==> config.mk <==
export PLATFORM = sky130hd
export DESIGN_NAME = sfx_sequencer
export DESIGN_NICKNAME = d
export VERILOG_FILES = /design/src/rtl/sfx_pkg.sv /design/src/rtl/sfx_arbiter.sv /design/src/rtl/sfx_sequencer.sv
export SDC_FILE = /design/constraint.sdc
export NUM_CORES = 1
export LEC_CHECK = 0
export BUFFER_PORTS_ARGS = -buffer_cell sky130_fd_sc_hd__buf_2
export CORE_UTILIZATION = 56
export DETAILED_ROUTE_END_ITERATION = 8
export PLACE_DENSITY = 0.85
export SYNTH_ARGS = -nofsm -noshare
export SYNTH_HDL_FRONTEND = slang
export SYNTH_SLANG_ARGS = --single-unit
==> constraint.sdc <==
create_clock -name CLOCK_50 -period 3.9 [get_ports CLOCK_50]
set_clock_uncertainty 0.1 [all_clocks]
set_input_delay 0.39 -clock CLOCK_50 [delete_from_list [all_inputs] [get_ports CLOCK_50]]
set_output_delay 0.39 -clock CLOCK_50 [all_outputs]
set_load 0.005 [all_outputs]
==> src/rtl/sfx_pkg.sv <==
// rtl/sfx_pkg.sv - sound ids, sequencer states, ROM region map and priority ranking
package sfx_pkg;

  typedef enum logic [2:0] {
    SND_NONE     = 3'd0,
    SND_START    = 3'd1,
    SND_CHOMP    = 3'd2,
    SND_EATGHOST = 3'd3,
    SND_DEATH    = 3'd4
  } sound_t;

  typedef enum logic [1:0] {
    ST_IDLE,
    ST_LOAD,
    ST_PLAY
  } state_t;

  // Padded to eight entries so any 3-bit sound code indexes safely.
  localparam logic [31:0] REGION_START [0:7] = '{32'd0, 32'd0, 32'd4096, 32'd4608,
                                                 32'd5632, 32'd0, 32'd0, 32'd0};
  localparam logic [31:0] REGION_END   [0:7] = '{32'd0, 32'd4095, 32'd4607, 32'd5631,
                                                 32'd8191, 32'd0, 32'd0, 32'd0};

  function automatic logic [2:0] sound_prio(sound_t s);
    case (s)
      SND_DEATH:    return 3'd4;
      SND_START:    return 3'd3;
      SND_EATGHOST: return 3'd2;
      SND_CHOMP:    return 3'd1;
      default:      return 3'd0;
    endcase
  endfunction

endpackage

==> src/rtl/sfx_arbiter.sv <==
// rtl/sfx_arbiter.sv - priority pick of the four requests and preempt/restart decision
module sfx_arbiter
  import sfx_pkg::*;
(
  input  logic       start,
  input  logic       chomp,
  input  logic       eatghost,
  input  logic       death,
  input  logic [2:0] current,
  output logic [2:0] win,
  output logic       take
);

  sound_t pick;

  always_comb begin
    pick = SND_NONE;
    if (death)         pick = SND_DEATH;
    else if (start)    pick = SND_START;
    else if (eatghost) pick = SND_EATGHOST;
    else if (chomp)    pick = SND_CHOMP;
  end

  assign win = pick;
  // Equal priority restarts the current sound; lower priority is dropped.
  assign take = (pick != SND_NONE) && (sound_prio(pick) >= sound_prio(sound_t'(current)));

endmodule

==> src/rtl/sfx_sequencer.sv <==
// rtl/sfx_sequencer.sv - walks sample ROM regions and feeds 24-bit PCM to the codec
// Optional SFX_VOLUME_EN adds a 2-bit volume port (arithmetic right shift of each sample).
module sfx_sequencer
  import sfx_pkg::*;
#(
  parameter int ADDR_W  = 16,
  parameter int REPEAT  = 6,
  parameter int ROM_LAT = 1
) (
  input  logic              CLOCK_50,
  input  logic              reset,
  input  logic              start,
  input  logic              chomp,
  input  logic              eatghost,
  input  logic              death,
  input  logic              write_ready,
  input  logic [7:0]        rom_q,
`ifdef SFX_VOLUME_EN
  input  logic [1:0]        volume,
`endif
  output logic [ADDR_W-1:0] rom_address,
  output logic              write,
  output logic [23:0]       writedata,
  output logic              busy,
  output logic [2:0]        sound_id
);

  localparam int CNT_W = (REPEAT > 1) ? $clog2(REPEAT) : 1;
  localparam int LAT_W = (ROM_LAT > 0) ? $clog2(ROM_LAT + 1) : 1;

  state_t             state;
  logic [CNT_W-1:0]   rep_cnt;
  logic [LAT_W-1:0]   lat_cnt;
  logic [2:0]         win;
  logic               take;
  logic signed [23:0] pcm;
  logic [23:0]        sample;

  sfx_arbiter u_arbiter (
    .start    (start),
    .chomp    (chomp),
    .eatghost (eatghost),
    .death    (death),
    .current  (sound_id),
    .win      (win),
    .take     (take)
  );

  // Flipping the MSB turns unsigned offset-128 data into two's complement.
  assign pcm = {~rom_q[7], rom_q[6:0], 16'h0000};

`ifdef SFX_VOLUME_EN
  assign sample = pcm >>> volume;
`else
  assign sample = pcm;
`endif

  assign write = write_ready & reset;

  always_ff @(posedge CLOCK_50 or negedge reset) begin
    if (!reset) begin
      state       <= ST_IDLE;
      rom_address <= '0;
      writedata   <= '0;
      busy        <= 1'b0;
      sound_id    <= 3'd0;
      rep_cnt     <= '0;
      lat_cnt     <= '0;
    end else if (take) begin
      state       <= ST_LOAD;
      rom_address <= ADDR_W'(REGION_START[win]);
      busy        <= 1'b1;
      sound_id    <= win;
      rep_cnt     <= '0;
      lat_cnt     <= '0;
    end else begin
      case (state)
        ST_LOAD: begin
          if (lat_cnt == LAT_W'(ROM_LAT)) begin
            writedata <= sample;
            state     <= ST_PLAY;
          end else begin
            lat_cnt <= lat_cnt + 1'b1;
          end
        end
        ST_PLAY: begin
          if (write_ready) begin
            if (rep_cnt == CNT_W'(REPEAT - 1)) begin
              rep_cnt <= '0;
              if (rom_address == ADDR_W'(REGION_END[sound_id])) begin
                state     <= ST_IDLE;
                busy      <= 1'b0;
                sound_id  <= 3'd0;
                writedata <= '0;
              end else begin
                rom_address <= rom_address + 1'b1;
                lat_cnt     <= '0;
                state       <= ST_LOAD;
              end
            end else begin
              rep_cnt <= rep_cnt + 1'b1;
            end
          end
        end
        default: ;
      endcase
    end
  end

endmodule

======== Yosys cells after proc, flatten, opt, wreduce, memory -nomap -nowiden ========
Memories as Yosys holds them, arrays and structs flattened.
Index checks and enable logic that the tools add are counted.
cells by class
  add/subtract/negate cells ............... 3
  order comparisons ....................... 3
  equality and inequality tests ........... 21
  muxes and demuxes ....................... 46
  bitwise gates (word level) .............. 5
  reductions and logical operators ........ 14
operators with widths
  operator                 number
  $mux W16                 9
  $mux W24                 4
  $pmux W24 S2             1
  $mux W3                  12
  $pmux W3 S4              2
  $add A16 B1 Y16 const B  1
  $eq A16 B16 Y1           1
  $reduce_and A4 Y1        4
  $eq A3 B2 Y1 const B     4
  $ne A3 B3 Y1 const B     4
  $mux W1                  11
  $mux W2                  5
  $ne A2 B2 Y1 const B     5
  $reduce_bool A2 Y1       5
  $eq A3 B3 Y1 const B     3
  $ge A4 B4 Y1 const B     2
  $not A3 Y4               2
  $eq A3 B1 Y1 const B     2
  $reduce_and A6 Y1        1
  $reduce_bool A3 Y1       2
  $pmux W2 S2              1
  $add A3 B1 Y3 const B    1
  $ge A3 B3 Y1             1
  $eq A2 B1 Y1 const B     1
  other kinds (7)          8
word-level totals
  flip-flop bits (word level) ............. 50
  bits in read-only memories .............. 512
  input port bits ......................... 15
  output and inout bits ................... 45
  memories kept ........................... 2
memories
  memory           words  width  rd ports  clocked after memory_dff  wr ports  RTL line             text
  (no name shown)  8      32     1         0                         0         sfx_sequencer.sv:90  if (rom_address == ADDR_W'(REGION_END[sound_id])) begin
  (no name shown)  8      32     1         0                         0         sfx_sequencer.sv:71  rom_address <= ADDR_W'(REGION_START[win]);

======== Longest topological paths before layout ========
Gate-level depths: netlist (run 1).
  depth in word-level cells ............... 10
  depth in mapped cells ................... 11
  depth with buffers taken out ............ 9

======== By module ========
A second synthesis (run 1) with hierarchy kept.
unflattened totals
  cells, all modules ...................... 239
  area total of the unflattened synthesis .. 2,157.1 um^2
by module, submodules not included
  module         times used  cells an instance  area each (um^2)
  sfx_sequencer  1           217                2,019.4
  sfx_arbiter    1           22                 137.6

======== Worst setup path before layout (run 1) ========
Ideal clock, no wire load.
  kind .................................... register -> register
  from .................................... reg sound_id[0]
  to ...................................... reg writedata[16]
  arrival ................................. 2.406 ns
  data required time ...................... 3.734 ns
  slack ................................... 1.327 ns
  stages on the path, launching flop included .. 11
  buffers on the path ..................... 1
  cell sequence ........................... dfrtp_1 -> buf_4 -> xnor2_1 -> nor2_1 -> ha_1 -> nand2b_1 -> a21o_1 -> a21oi_1 -> nor2_1 -> nor4_2 -> a22o_1
on the way
  word-level cells in the longest chain between the ends .. 7
ends and longest elaborated chain
  what                                          RTL line             text
  start, declared                               sfx_sequencer.sv:25  output logic [2:0] sound_id
  start signal, assigned                        sfx_sequencer.sv:73  sound_id <= win;
  $not A3 Y4 (not written as such)              sfx_sequencer.sv:90
  $mem_v2 Z8 W32                                n/a
  $mux W16 (not written as such) (2 in series)  sfx_sequencer.sv:90
  $eq A16 B16 Y1                                sfx_sequencer.sv:90
  $ne A2 B2 Y1 (no source line)                 n/a
  $reduce_and A6 Y1 (no source line) (*)        n/a
  end signal, assigned                          sfx_sequencer.sv:80  writedata <= sample;
  end, declared                                 sfx_sequencer.sv:23  output logic [23:0] writedata,
Mark *: on every way between the ends. The rest lies on a longest branch, timed or not. The select of a mux whose other input is x is not followed.
A chain may end at the register's enable or synchronous reset.

======== Worst setup path in the final report (run 1) ========
  from .................................... reg sound_id[0]
  to ...................................... reg writedata[21]
Same word-level chain as after synthesis.

==> results by group, run 1 <==
Finish
  • Area delta synth->final: 12.43%
  • Number of diodes: 0
  • Total Nets Final: 289
  • Share of layout cells above drive strength 1: between 20% and 30%
  • Most frequent cells in the layout: 43 x buf_2, 34 x dfrtp_1, 23 x nor2_1
  • Commonest non-fill, non-tap cell in the layout: buf_2
  • Area of the multi-input gates: 0.001141 mm^2
  • Finished Layout Cells: 317
  • Filler cell count: approximately 310
  • Storage element area: 850.8 um^2

CTS
  • Longest Clk Path Bufs: 2
  • Worst skew pair latency: 0.30 ns
  • CTS tree: done
  • CTS Hold Buffers Added: 0
  • Root Buffer: clkbuf_8
  • Post_cts resized: 0
  • Num CTS Buffers: 5
  • Clk pin slew, worst setup/hold paths: ~0.070 ns
  • CTS H-tree depth: 2
  • Post-CTS Setup Inserts: 0
  • TritonCTS Sinks: 34

Logic synthesis
  • Avg Inst Size Synth: 9.447 um^2
  • Seq/Total Area, Yosys: between 30% and 40%
  • Netlist Area Pre-Place: 0.002145 mm^2
  • Yosys warns: 0
  • Top-area cell type share of the netlist area: 39.67%
  • Most used DFF post-synth: dfrtp_1
  • Synth Instances: roughly 230
  • Distinct cells, synth: 52
  • Top cells by area, synth: dfrtp_1 40%, buf_4 6.0%, xnor2_1 4.5%, a22o_1 4.1%, nor2_1 4.0%
  • Synthesis-stage register bit count: 34
  • FFs w/ async S/R, synth: 100.0%
  • Number of flops mapped to enable cells by yosys: 0
  • Cell taking the most area after synthesis: dfrtp_1

Worst setup path
  • Reg2reg start: sound_id[0]
  • Critical Path Source Type: flop
  • Kind of critical path: reg2reg
  • FF-to-FF setup slack: 0.78 ns
  • Crit path max fanout: 10
  • Worst reg2reg endpoint: writedata[21]
  • CP max-delay cell: nor4_2
  • Critical Path End Type: flop
  • Most used cell, CP: nor2_1
  • WP buf/inv: 0
  • Worst Reg2Reg Path Length in Cells: 9
  • Critical path cell sequence: xnor2_1 > nor2_1 > ha_1 > nand2b_1 > a21o_1 > a21oi_1 > nor2_1 > nor4_2 > a22o_1
  • Max incr delay on CP: 0.68 ns
  • WP data required: 4.03 ns
  • Crit path DAT: 3.25 ns
  • Crit path max-delay family: simple AND/OR/NAND/NOR gates

Status
  • Status: finished, final reports clean

STA
  • Setup tns final: 0 ns
  • Worst Tran Pin Value: 0.8993 ns
  • RSZ-0062 raised after global routing: no
  • Slew margin rel.: 39.85%
  • Fin. Hold Viols: 0
  • Slew Viols, Final: 0
  • Max Clock Freq: 320.3 MHz
  • Tmin final: 3.122 ns
  • Setup violation total in the final timing report: 0
  • Tcrit/Tclk final: approximately 80%

GRT
  • GRT Total Usage: 24.83%
  • First-pass GRT wire length: just under 8 mm
  • Total grt overflow: 0
  • Vias in the first global route: 1,636
  • Largest net degree at the start of global routing: 36
  • Initial antenna violation count: 0

Detailed routing
  • DR vias/cell: between 5 and 6
  • Final ANT Viol Nets: 0
  • DR DRC count: 0
  • DR iter-0 viols: 133
  • Pre-antenna DRT Iters: 4
  • Final WL: 4.583 mm
  • Drt wl/cell: approximately 14 um
  • DR vias: 1,796

Place
  • # port buffers: 43
  • Placed cell count: 309
  • RePlAce Congestion: roughly 0.9
  • Dpl hpwl: 3.245 mm

Floorplanning
  • Die Y: between 60 and 70 um
  • Num ports: 60
  • DIE AREA: 0.004081 mm^2
  • Die width: 63.89 um
  • Placement Rows: 22
  • Placeable Area: 0.003661 mm^2
  • Initial Utilization: between 50% and 60%

Run
  • Max-capacitance violation count: 0

Power and ir drop
  • Static leakage: 1.185 nW
  • P per Cell Area: 634.6 mW/mm^2
  • Maximum vdd drop: 415.9 uV

Hold path
  • Hold crit path type: in2async
[where the power goes]
part	internal, mW	total (mW)	switching, mW	leakage, nW
Sequential	0.438	0.537	0.0997	0.439
Combinational	0.312	0.716	0.404	0.699
Clock	0.142	0.277	0.135	0.0472
Total	0.891	1.53	0.639	1.19
[layer usage]
layer	vias up	GRT usage [%]	wire length [um]
met1	858	34.02	2058
li1	868	-	-
met3	10	3.750	239
met5	-	0	0
met2	60	38.03	2185
met4	0	12.50	100
[cells by family after synthesis]
logic type | after synthesis | synth area share, %
muxes | 4 | 2.042
DFF | 34 | 39.67
other | 1 | 0.1749
buffers and inverters | 36 | 9.743
and+or+nand+nor | 84 | 21.12
xor gates and xnor gates | 12 | 4.901
adders and majority gates | 6 | 3.500
AOI/OAI and AO/OA | 50 | 18.84
[state kept, by name, indices dropped and copies added, names as in the netlist]
name,cells
rom_address,16
writedata,8
rep_cnt,3
sound_id,3
state,2
busy,1
lat_cnt,1
[final cells by class]
cell class | instances | share of cell area (%)
multi-input combinational | 172 | 47.33
sequential | 34 | 35.29
timing repair buffer | 44 | 9.237
clock buffer | 6 | 3.425
tap | 48 | 2.491
inverter | 11 | 1.713
clock inverter | 2 | 0.5189
[metrics by stage]
stage / power [mW] / worst slack (ns) / util [%] / area, um^2 / hold slack, ns
3_5_place_dp: 1.245 / 0.8259 / 63.26 / 2316 / 0.3904
6_report: 1.530 / 0.7779 / 65.86 / 2411 / 0.05477
4_1_cts: 1.530 / 0.8060 / 65.86 / 2411 / 0.08558
5_1_grt: 1.642 / 0.5055 / 65.86 / 2411 / 0.1282
2_1_floorplan: 1.074 / 1.327 / - / 2201 / -0.005591
3_3_place_gp: 1.220 / 0.9264 / 63.26 / 2316 / 0.3820
[synthesized netlist by cell type (2+ instances only)]
library cell and number:
a211o_1 4, nand3_1 5, buf_4 17, xnor2_1 11
nand2_1 18, o21bai_1 2, ha_1 6, nor2_1 23
dfrtp_1 34, and3_1 2, nor2b_1 3, nand2b_1 3
nor3_1 5, a22o_1 10, a21o_1 3, inv_1 11
o21ai_0 3, a22oi_1 2, nand4_1 6, a311oi_1 6
o22a_1 2, clkbuf_1 4, o21a_1 2, nor4_1 6
buf_2 2, mux2i_1 3, a21oi_1 8, and2_1 2
[how the worst max path moves through the flow]
stage | startpoint | end | slack [ns] | cells past startpoint
floorplan | sound_id[0] | writedata[16] | 1.33 | 10
global placement | chomp | writedata[19] | 0.93 | 10
detailed placement | chomp | writedata[19] | 0.83 | 10
CTS | sound_id[0] | writedata[21] | 0.81 | 9
global route | sound_id[0] | writedata[21] | 0.51 | 9
finish | sound_id[0] | writedata[21] | 0.78 | 9
Note: power is estimated with default switching activity, not from simulation.
==> run 2: changes to the inputs <==
--- a/config.mk
+++ b/config.mk
@@ -5,10 +5,11 @@
 export SDC_FILE = /design/constraint.sdc
 export NUM_CORES = 1
 export LEC_CHECK = 0
+export ABC_AREA = 1
 export BUFFER_PORTS_ARGS = -buffer_cell sky130_fd_sc_hd__buf_2
-export CORE_UTILIZATION = 56
+export CORE_UTILIZATION = 53
 export DETAILED_ROUTE_END_ITERATION = 8
-export PLACE_DENSITY = 0.85
+export PLACE_DENSITY = 0.8
 export SYNTH_ARGS = -nofsm -noshare
 export SYNTH_HDL_FRONTEND = slang
 export SYNTH_SLANG_ARGS = --single-unit
==> constraint.sdc (replaced) <==
create_clock -name CLOCK_50 -period 3 [get_ports CLOCK_50]
set_clock_uncertainty 0.1 [all_clocks]
set_input_delay 0.3 -clock CLOCK_50 [delete_from_list [all_inputs] [get_ports CLOCK_50]]
set_output_delay 0.3 -clock CLOCK_50 [all_outputs]
set_load 0.005 [all_outputs]
==> results by group, run 2 <==
Power and ir drop
  • PnR Total Power: 2.502 mW (+64%)
  • P per Cell Area: 926.2 mW/mm^2 (+46%)
  • Static leakage: 1.434 nW (+21%)
  • Maximum vdd drop: 538.8 uV (+30%)

STA
  • RSZ-0062 raised after global routing: no
  • Setup violation total in the final timing report: 0 (unchanged)
  • Slew Viols, Final: 0 (unchanged)
  • Setup tns final: 0 ns (unchanged)
  • Tcrit/Tclk final: 87.06% (+7.0 points)
  • Tmin final: 2.612 ns (-0.5102 ns)
  • Fin. Hold Viols: 0 (unchanged)
  • Max Clock Freq: 382.9 MHz (+20%)

CTS
  • CTS H-tree depth: 2 (unchanged)
  • CTS Hold Buffers Added: 0 (unchanged)
  • Post_cts resized: 0 (unchanged)
  • Longest Clk Path Bufs: 2 (unchanged)
  • Root Buffer: clkbuf_8
  • CTS tree: done
  • Num CTS Buffers: 5 (unchanged)
  • TritonCTS Sinks: 34 (unchanged)
  • Post-CTS Setup Inserts: 0 (unchanged)
  • Clk pin slew, worst setup/hold paths: 0.08 ns (about the same)
  • Worst skew pair latency: 0.29 ns (about the same)

Finish
  • Commonest non-fill, non-tap cell in the layout: nand2_1
  • Share of layout cells above drive strength 1: 21.33% (-2.5 points)
  • Filler cell count: 392 (+28%)
  • Top flop regs: rom_address: 16 flops, writedata: 8 flops
  • Area delta synth->final: 13.45%
  • Max reg flops: 16 (unchanged)
  • Total Nets Final: 395 (+37%)
  • Number of diodes: 0 (unchanged)
  • Post-layout util: 62.47% (-3.4 points)
  • Most frequent cells in the layout: 101 x nand2_1, 43 x buf_2, 34 x dfrtp_1
  • Top reg by flops: rom_address

Run
  • Max-capacitance violation count: 0 (unchanged)

Logic synthesis
  • Number of flops mapped to enable cells by yosys: 0 (unchanged)
  • Distinct cells, synth: 34 (-35%)
  • Avg Inst Size Synth: 7.215 um^2 (-24%)
  • Yosys warns: 0 (unchanged)
  • Most used DFF post-synth: dfrtp_1
  • Cell taking the most area after synthesis: dfrtp_1
  • Top-area cell type share of the netlist area: 35.73% (-3.9 points)
  • Top cells by area, synth: dfrtp_1 36%, nand2_1 16%, nand3_1 6.3%, buf_4 5.4%, inv_1 4.7%
  • FFs w/ async S/R, synth: 100.0% (unchanged)
  • Synthesis-stage register bit count: 34 (unchanged)
  • Netlist Area Pre-Place: 0.002381 mm^2 (+11%)
  • Synth Instances: 330 (+45%)
  • Seq/Total Area, Yosys: 35.73% (-3.9 points)
  • Most common cell in the synthesized netlist: nand2_1
  • Post-synth top cells: 101 x nand2_1, 34 x dfrtp_1, 30 x inv_1, 30 x nand3_1, 23 x nor2_1

Detailed routing
  • Final WL: 5.234 mm (+14%)
  • DR vias: 2,207 (+23%)
  • Pre-antenna DRT Iters: 4 (unchanged)
  • Drt wl/cell: 12.26 um (-15%)
  • Final ANT Viol Nets: 0 (unchanged)
  • DR DRC count: 0 (unchanged)
  • DR vias/cell: 5.169 (-8.8%)
  • DR iter-0 viols: 148 (+11%)

Floorplanning
  • Placement Rows: 24 (+9.1%)
  • Die Y: 69.03 um (+8.0%)
  • Die width: 69.03 um (+8.0%)
  • DIE AREA: 0.004764 mm^2 (+17%)
  • Num ports: 60 (unchanged)
  • Initial Utilization: 55.06% (-3.5 points)
  • Placeable Area: 0.004324 mm^2 (+18%)

Worst setup path
  • Critical Path Source Type: flop
  • WP data required: 3.08 ns (-0.95 ns)
  • FF-to-FF setup slack: 0.39 ns (-0.39 ns)
  • Crit path DAT: 2.69 ns (-0.56 ns)
  • Crit path max fanout: 29 (+19)
  • Critical path cell sequence: nor2_2 > nand2_2 > ha_1 > a21oi_1 > o211ai_2 > nand2_2 > o21ai_2 > nand2_1 > inv_2 > nand2_4 > nand2_1 > o21a_1
  • CP max-delay cell: dfrtp_1
  • Critical Path End Type: flop
  • Max incr delay on CP: 0.43 ns (-0.25 ns)
  • Kind of critical path: reg2reg

Hold path
  • Hold crit path type: in2async

GRT
  • Met1 global-route usage: 28.30% (-5.7 points)
  • Vias in the first global route: 2,040 (+25%)
  • Met2 Usage GRT: 41.32% (+3.3 points)
  • Largest net degree at the start of global routing: 35 (-2.8%)
  • Initial antenna violation count: 0 (unchanged)
  • Total grt overflow: 0 (unchanged)
  • Gr busiest metal: met2
  • GRT Total Usage: 23.45% (-1.4 points)
  • First-pass GRT wire length: 8.963 mm (+16%)
  • GRT met3 Usage: 5.117% (+1.4 points)

Place
  • Dpl hpwl: 3.935 mm (+21%)
  • # port buffers: 43 (unchanged)
  • RePlAce Congestion: 0.8492 (-3.4%)

Status
  • Status: finished, final reports clean
run 2: changes by cell type in the layout (fill, tap and decap cells not counted), sizes merged, moves of 6 or more:
cell / change
nand2: +89
nand3: +25
o21ai: +23
inv: +21
xnor2: -11
a22o: -10
nand3b: +7
nor4: -7
a311oi: -6
run 2: power by group:
group | switching, mW | internal, mW
registers | 0.137 | 0.602
logic | 0.809 | 0.433
clock network | 0.188 | 0.333
total | 1.13 | 1.37
run 2: kinds of logic after synthesis:
| kind of cell | after synthesis | synth area share (%) |
|---|---|---|
| and+or+nand+nor | 185 | 35.31 |
| adders and majority gates | 6 | 3.153 |
| other | 1 | 0.1575 |
| buffers and inverters | 56 | 12.45 |
| xor gates and xnor gates | 3 | 1.104 |
| AOI/OAI and AO/OA | 45 | 12.09 |
| DFF | 34 | 35.73 |
run 2: area by class of cell:
| class | count | area [um^2] | share of cell area, % |
|---|---|---|---|
| Timing Repair Buffer | 46 | 237.7 | 8.800 |
| Multi-Input combinational cell | 255 | 1290 | 47.75 |
| Clock inverter | 3 | 68.82 | 2.547 |
| Sequential cell | 34 | 850.8 | 31.50 |
| Inverter | 32 | 120.1 | 4.446 |
| Tap cell | 52 | 65.06 | 2.409 |
| Clock buffer | 5 | 68.82 | 2.547 |
run 2: critical path: cells and delay by family (launching register included):
kind	cells	cell delay, ns
AOI/OAI and AO/OA	4	0.54
adders and majority gates	1	0.34
buffers and inverters	1	0.08
and+or+nand+nor	6	0.99
DFF	1	0.43
run 2: path summary, 6_finish.rpt:
| check | start | end | depth (start not counted) |
|---|---|---|---|
| setup / recovery | sound_id[1] | rom_address[10] | 12 |
| hold / removal | reset | sound_id[0] | 2 |
| setup reg to reg | sound_id[1] | rom_address[10] | 12 |
| hold reg to reg | writedata[19] | writedata[19] | 2 |
| max in group asynchronous | reset | rom_address[1] | 2 |
| min in group CLOCK_50 | rom_q[7] | writedata[23] | 4 |
run 2: per-stage QoR:
stage | setup slack [ns] | hold slack (ns) | instance area, um^2 | std cells
finish | 0.3881 | 0.003607 | 2701 | 427
global route | 0.1591 | 0.02661 | 2701 | 427
floorplan | 0.6884 | -0.09559 | 2437 | 345
global placement | 0.5109 | 0.3305 | 2564 | 419
detailed placement | 0.3770 | 0.3275 | 2564 | 419
CTS | 0.4051 | 0.01713 | 2701 | 427
run 2: metal layers:
metal	wire length, um	vias to the layer above	share of wire [%]
met2	2591	65	50
met4	74	0	1.4
met3	224	8	4.3
met1	2344	1010	45
met5	0	-	0
li1	-	1124	-
